==> config.mk <==
export PLATFORM = sky130hd
export DESIGN_NAME = switch_debounce2
export DESIGN_NICKNAME = d
export VERILOG_FILES = /design/src/rtl/switch_debounce2.sv
export SDC_FILE = /design/constraint.sdc
export NUM_CORES = 1
export LEC_CHECK = 0
export ABC_AREA = 1
export CAP_MARGIN = 0
export CORE_MARGIN = 5
export CORE_UTILIZATION = 44
export DETAILED_ROUTE_END_ITERATION = 8
export MAX_ROUTING_LAYER = met4
export PLACE_DENSITY = 0.64
export SLEW_MARGIN = 15
export SYNTH_ARGS = -nofsm -noshare
export SYNTH_HDL_FRONTEND = slang
export SYNTH_SLANG_ARGS = --single-unit
export TNS_END_PERCENT = 1
==> constraint.sdc <==
create_clock -name clk -period 3.3 [get_ports clk]
set_clock_uncertainty 0.2 [all_clocks]
set_input_delay 0.66 -clock clk [delete_from_list [all_inputs] [get_ports clk]]
set_output_delay 0.66 -clock clk [all_outputs]
set_load 0.01 [all_outputs]
==> src/rtl/switch_debounce2.sv <==
// ---------------------------------------------------------------------------
// switch_debounce2
//
// Two-channel switch conditioner. Each raw, asynchronous, bouncy level
// (SW_A, SW_B) goes through a two-flop synchroniser. A small IDLE/CHECK
// state machine with a stability counter then debounces it. The output only
// takes a new level after STABLE_CYCLES+1 consecutive synchronised samples
// have all differed from the current output. A registered one-cycle strobe
// marks every output update. The two channels share nothing except clock
// and reset.
//
// Handshake: none. The outputs are plain levels and strobes. A and B are
// valid in every cycle. A_CHG/B_CHG are high for exactly the one cycle after
// the edge on which A/B took a new value.
//
// Ports:
//   clk          in   system clock, rising edge
//   rst          in   asynchronous, active-high reset
//   SW_A, SW_B   in   raw switch levels, asynchronous to clk
//   A, B         out  debounced levels
//   A_CHG, B_CHG out  one-cycle change strobes
//   dbg_state_o  out  per-channel FSM state, bit0 = A, bit1 = B
//                     (1 = CHECK, 0 = IDLE)
//
// Parameters:
//   STABLE_CYCLES  >= 1. Sets the qualification length.
//   CNT_W          counter width. 2**CNT_W must be > STABLE_CYCLES.
// ---------------------------------------------------------------------------
module switch_debounce2 #(
    parameter int STABLE_CYCLES = 4,
    parameter int CNT_W         = 20
) (
    input  logic       clk,
    input  logic       rst,
    input  logic       SW_A,
    input  logic       SW_B,
    output logic       A,
    output logic       B,
    output logic       A_CHG,
    output logic       B_CHG,
    output logic [1:0] dbg_state_o
);

    typedef enum logic {
        IDLE  = 1'b0,
        CHECK = 1'b1
    } state_e;

    // The last count value of a qualification window. cnt_q never goes
    // past this value, so the counter cannot wrap.
    localparam logic [CNT_W-1:0] CNT_LAST = CNT_W'(STABLE_CYCLES - 1);

    // Channel index 0 = A, 1 = B throughout.
    logic [1:0]       s1_q;
    logic [1:0]       s2_q;
    logic [1:0]       out_q;
    logic [1:0]       chg_q;
    state_e           state_q [2];
    logic [CNT_W-1:0] cnt_q   [2];

    // Two-flop synchroniser. Only s2_q is used by the debounce logic.
    always_ff @(posedge clk or posedge rst) begin
        if (rst) begin
            s1_q <= 2'b00;
            s2_q <= 2'b00;
        end else begin
            s1_q <= {SW_B, SW_A};
            s2_q <= s1_q;
        end
    end

    // Per-channel debounce FSM. The output and the strobe are registered here.
    always_ff @(posedge clk or posedge rst) begin
        if (rst) begin
            out_q <= 2'b00;
            chg_q <= 2'b00;
            for (int i = 0; i < 2; i++) begin
                state_q[i] <= IDLE;
                cnt_q[i]   <= '0;
            end
        end else begin
            for (int i = 0; i < 2; i++) begin
                // The strobe lasts one cycle unless an update re-arms it below.
                chg_q[i] <= 1'b0;
                case (state_q[i])
                    IDLE: begin
                        if (s2_q[i] != out_q[i]) begin
                            state_q[i] <= CHECK;
                            cnt_q[i]   <= '0;
                        end
                    end
                    CHECK: begin
                        if (s2_q[i] == out_q[i]) begin
                            // The level bounced back. Drop this attempt
                            // without touching the output.
                            state_q[i] <= IDLE;
                            cnt_q[i]   <= '0;
                        end else if (cnt_q[i] == CNT_LAST) begin
                            out_q[i]   <= s2_q[i];
                            chg_q[i]   <= 1'b1;
                            state_q[i] <= IDLE;
                            cnt_q[i]   <= '0;
                        end else begin
                            cnt_q[i] <= cnt_q[i] + 1'b1;
                        end
                    end
                    default: begin
                        state_q[i] <= IDLE;
                        cnt_q[i]   <= '0;
                    end
                endcase
            end
        end
    end

    assign A              = out_q[0];
    assign B              = out_q[1];
    assign A_CHG          = chg_q[0];
    assign B_CHG          = chg_q[1];
    assign dbg_state_o[0] = (state_q[0] == CHECK);
    assign dbg_state_o[1] = (state_q[1] == CHECK);

endmodule

Yosys cells after proc, flatten, opt, wreduce, memory -nomap -nowiden
Index checks and enable logic that the tools add are counted.

word-level totals
  bits in registers = 50
  input port bits = 4
  output and inout port bits = 6

operators by class
  add/subtract/negate cells = 2
  equal/unequal tests = 8
  muxes and demuxes = 22
  bitwise gates (word level) = 4
  reductions and logical operators = 2

operators by type and width
  cell                                                  count
  2-to-1 mux 20 bit                                     6
  one-hot mux 20 bit (2 select lines)                   2
  adder 20 x 1 -> 20 bit, second input constant         2
  equality test 20 x 2 -> 1 bit, second input constant  2
  2-to-1 mux 1 bit                                      12
  AND reduction 3 bit                                   2
  inequality test 2 bit, second input constant          2
  NOT 1 bit                                             4
  one-hot mux 1 bit (2 select lines)                    2
  equality test 1 bit                                   2
  inequality test 1 bit                                 2

Logic depth before layout (Yosys ltp)
  depth in word-level cells = 4
  depth in mapped cells = 9

Worst setup path after synthesis
Ideal clock, no wire load.

  path kind = register to register
  from = register cnt_q[20] (netlist bit)
  to = register cnt_q[32] (netlist bit)
  library setup time = 0.124 ns
  arrival time = 1.251 ns
  required time = 2.976 ns
  slack = 1.724 ns
  cell stages (with the launch flop) = 8
  path buffers = 1
  clock period less this slack = 1.576 ns
  cell sequence = dfrtp_1 > ha_1 > nand2_1 > nor2_1 > nand3_4 > nand2_4 > buf_8 > o22ai_2

on the way
  word-level cells in the longest chain between the ends = 4
  elaborated cells on any way between the ends = 5
  those cells by class = 1 x add/sub; 1 x eq/ne; 3 x mux

ends and longest elaborated chain
  item                                                                     line     text
  from (decl)                                                              59       logic [CNT_W-1:0] cnt_q [2];
  from (signal, indexed assignment)                                        104      cnt_q[i] <= cnt_q[i] + 1'b1;
  adder 20 x 1 -> 20 bit or equality test 20 x 2 -> 1 bit (tied branches)  104, 98
  2-to-1 mux 20 bit *                                                      98       end else if (cnt_q[i] == CNT_LAST) begin
  2-to-1 mux 20 bit *                                                      93       if (s2_q[i] == out_q[i]) begin
  one-hot mux 20 bit (2 select lines) *                                    85       case (state_q[i])

Mark *: on every way between the ends. The rest lies on a longest branch, timed or not.
A chain may end at the register's enable or synchronous reset.

Worst setup path after layout
  from = register state_q, in the netlist dbg_state_o[1]
  to = output dbg_state_o[1]

RTL lines
  item                               line  text
  from (decl)                        58    state_e state_q [2];
  from (signal, indexed assignment)  78    state_q[i] <= IDLE;
  from (signal, indexed assignment)  88    state_q[i] <= CHECK;
  from (signal, indexed assignment)  96    state_q[i] <= IDLE;
  to (decl)                          41    output logic [1:0] dbg_state_o

No word-level cell between the ends.

==> results.yml <==
run_status:
  status: "finished, final reports clean"
drt:
  avgRoutedWirePerCell_um: 12.4
  ant_nets: 0
  highest_layer: "met4"
  vias_per_cell: 4.96
  wl_met3_um: 122
  vias: 2498
  drt_iter0_drc: 145
  route.detailed.drc: 0
  wl_met1_mm: 3.31
  dr_wl_met2_mm: 2.78
  routed_wl_mm: 6.27
  drt_pass1_iterations: 5
floorplanning:
  die_x_um: 95.1
  ioPinCount: 10
  die-area_um2: 9040
  rows: 31
  initial_utilization: 0.447
  die-height_um: 95.1
  core_area_um2: 7140
timing:
  drv_slew: 0
  rsz0062_at_grt: "no"
  slew_headroom: 0.571
  max_freq_ghz: 0.457
  tightest_slew_ns: 0.644
  setup_tns_ns: 0
  min_period_over_period: 0.663
  finalHoldViolations: 0
  hold_ws_ns: 0.159
  setup_violations: 0
  fin_crit_ns: 2.19
  fin_ws_ns: 1.11
run:
  cap_violations: 0
layout:
  finalNonFillerCells: 504
  fin_nets: 410
  drive_gt1_frac: 0.185
  synthToLayoutAreaGrowth_pct: 6.83
  n_antenna_cell: 0
yosys:
  yosys-top-cells-count: "nand2_1 (110), dfrtp_1 (50), inv_1 (38)"
  synth_top_area_cell: "dfrtp_1"
  synth_area_leaders: "dfrtp_1 (39%), nand2_1 (13%), nand3_1 (5.7%)"
  synth-main-ff-cell: "dfrtp_1"
  synth_edf_count: 0
  synthCells: 395
  synth.distinct_cells: 34
  yosysMostFrequentCell: "nand2_1"
  syn_area_um2: 3190
  yosysWarnings: 0
  synth-seq-cells: 50
  synth_nets: 401
  syn_avg_cell_area_um2: 8.07
  synth_seq_area_share: 0.393
  yosys.area.top_type_share: 0.393
  async_flop_share: 1.00
placement:
  pre_cts_slack_ns: 1.44
  gp_congestion: 0.807
  dpl.cell_count: 496
  port_buffers: 9
  post-dp-hpwl_mm: 4.45
clocking:
  clock_latency_ns: 0.30
  cts_setup_buffers: 0
  htreeDepth: 2
  cts.repair.resized: 0
  cts_root_buffer: "clkbuf_8"
  ctsHoldBuffers: 0
  path_clk_slew_ns: 0.09
  cts_buffers: 5
  cts_num_sinks: 50
  cts_buffer_depth: 2
  cts_tree: "yes"
worst_setup_path:
  worstPathArrival_ns: 1.33
  worstSetupPathType: "reg -> out"
  r2r-start: "cnt_q[0]"
  path_cells: "clkdlybuf4s50_1"
  max_stage_delay_ns: 0.58
  crit_fanout: 6
  worstSetupEndpointType: "output port"
  path_buf_inv: 1
  r2r_cells: 8
  critPathRequiredTime_ns: 2.44
  startpoint_type: "register"
  rrSetupSlack_ns: 1.46
  critical_path.startpoint: "dbg_state_o[1]"
  cpMaxStageDelayCell: "clkdlybuf4s50_1"
  timing.rr.end: "cnt_q[17]"
  crit_family: "buffers and inverters"
power_and_ir_drop:
  finalPower_mw: 1.50
  p_leak_nw: 1.54
  power_density_nw_per_um2: 440
  switching_share: 0.362
  ir_drop_mv: 0.378
  clkPwrFrac: 0.248
  p_comb_frac: 0.279
  power_switching_mw: 0.543
  p_int_mw: 0.956
  seqPwrFrac: 0.473
global_route:
  grt_pass1_vias: 2335
  grt_first_pass_wirelength_mm: 11.0
  grt_max_degree: 51
  grt_use_total: 0.157
  antenna_found_initial: 0
  grt_overflow: 0
worst_hold_path:
  hold_class: "reg -> reg"
  worstHoldStart: "s1_q[1]"
  hold_depth: 0
  min_to: "s2_q[1]"
[worst max-delay path by stage]
| stage | end | slack [ns] | depth (start not counted) |
|---|---|---|---|
| after floorplan | chg_q[0] | 1.24 | 1 |
| after global placement | cnt_q[11] | 1.45 | 3 |
| after detailed placement | dbg_state_o[1] | 1.44 | 1 |
| after CTS | dbg_state_o[1] | 1.11 | 1 |
| after global routing | dbg_state_o[1] | 1.04 | 1 |
| final | dbg_state_o[1] | 1.11 | 1 |
[power groups by stage]
stage	Sequential [mW]	Clock (mW)	Combinational, mW
finish	0.709	0.371	0.418
global route	0.719	0.418	0.460
CTS	0.709	0.386	0.424
detailed placement	0.721	0	0.422
global placement	0.719	0	0.416
floorplan	0.723	0	0.331
[stage by stage]
| stage | util | instance area [um2] |
|---|---|---|
| 2_1_floorplan | - | 3190 |
| 5_1_grt | 0.477 | 3400 |
| 3_3_place_gp | 0.464 | 3310 |
| 3_5_place_dp | 0.464 | 3310 |
| 4_1_cts | 0.477 | 3400 |
| 6_report | 0.477 | 3400 |
[flip-flops by register name, summed over array words and instances (netlist names)]
register and cells:
s1_q 2, s2_q 2, dbg_state_o 2, out_q 2, cnt_q 40, chg_q 2
[area by class of cell]
cell class | instances | area, um2
Fill cell | 716 | 3730
Multi-Input combinational cell | 289 | 1660
Sequential cell | 50 | 1250
Inverter | 48 | 183
Tap cell | 99 | 124
Timing Repair Buffer | 10 | 97.6
Clock buffer | 7 | 86.3
Clock inverter | 1 | 5.00
[worst register-to-register path, delay by kind of cell (launching register included)]
| kind | cells | cell delay (ns) |
|---|---|---|
| buffers and inverters | 1 | 0.13 |
| flip-flops | 1 | 0.42 |
| AND/OR/NAND/NOR | 6 | 0.69 |
| adder cells (fa/ha/maj) | 1 | 0.31 |
[routing by layer]
layer,vias to the layer above,GRT usage
met2,17,0.233
met5,-,-
li1,1270,-
met1,1205,0.220
met3,6,0.0292
met4,0,0.0457
[cells in the final DEF, fill, tap and decap left out, types with 4 or more instances in the layout]
master,netlist,routed
nand3_1,36,36
inv_1,38,37
o22ai_2,12,12
nand2_4,7,7
o21ai_2,7,7
nor2_1,37,37
o21ai_0,4,4
clkdlybuf4s50_1,0,9
inv_2,9,10
nor2_2,8,8
nand3_2,4,4
dfrtp_1,50,50
xnor2_1,4,4
clkbuf_8,0,6
xor2_1,15,15
nand4_1,9,9
nor2_4,7,7
nand2_2,6,6
nand2_1,110,110
o21ai_1,8,8
[cells by family (layout without fill, tap and decap cells)]
logic type	Yosys count	after routing	synth area share
compound gates	35	35	0.0934
xor+xnor	19	19	0.0522
fa+ha+maj	2	2	0.00785
buf+inv	56	66	0.0872
flops	50	50	0.393
simple gates	233	233	0.367
Power figures use the tool's default switching activity.
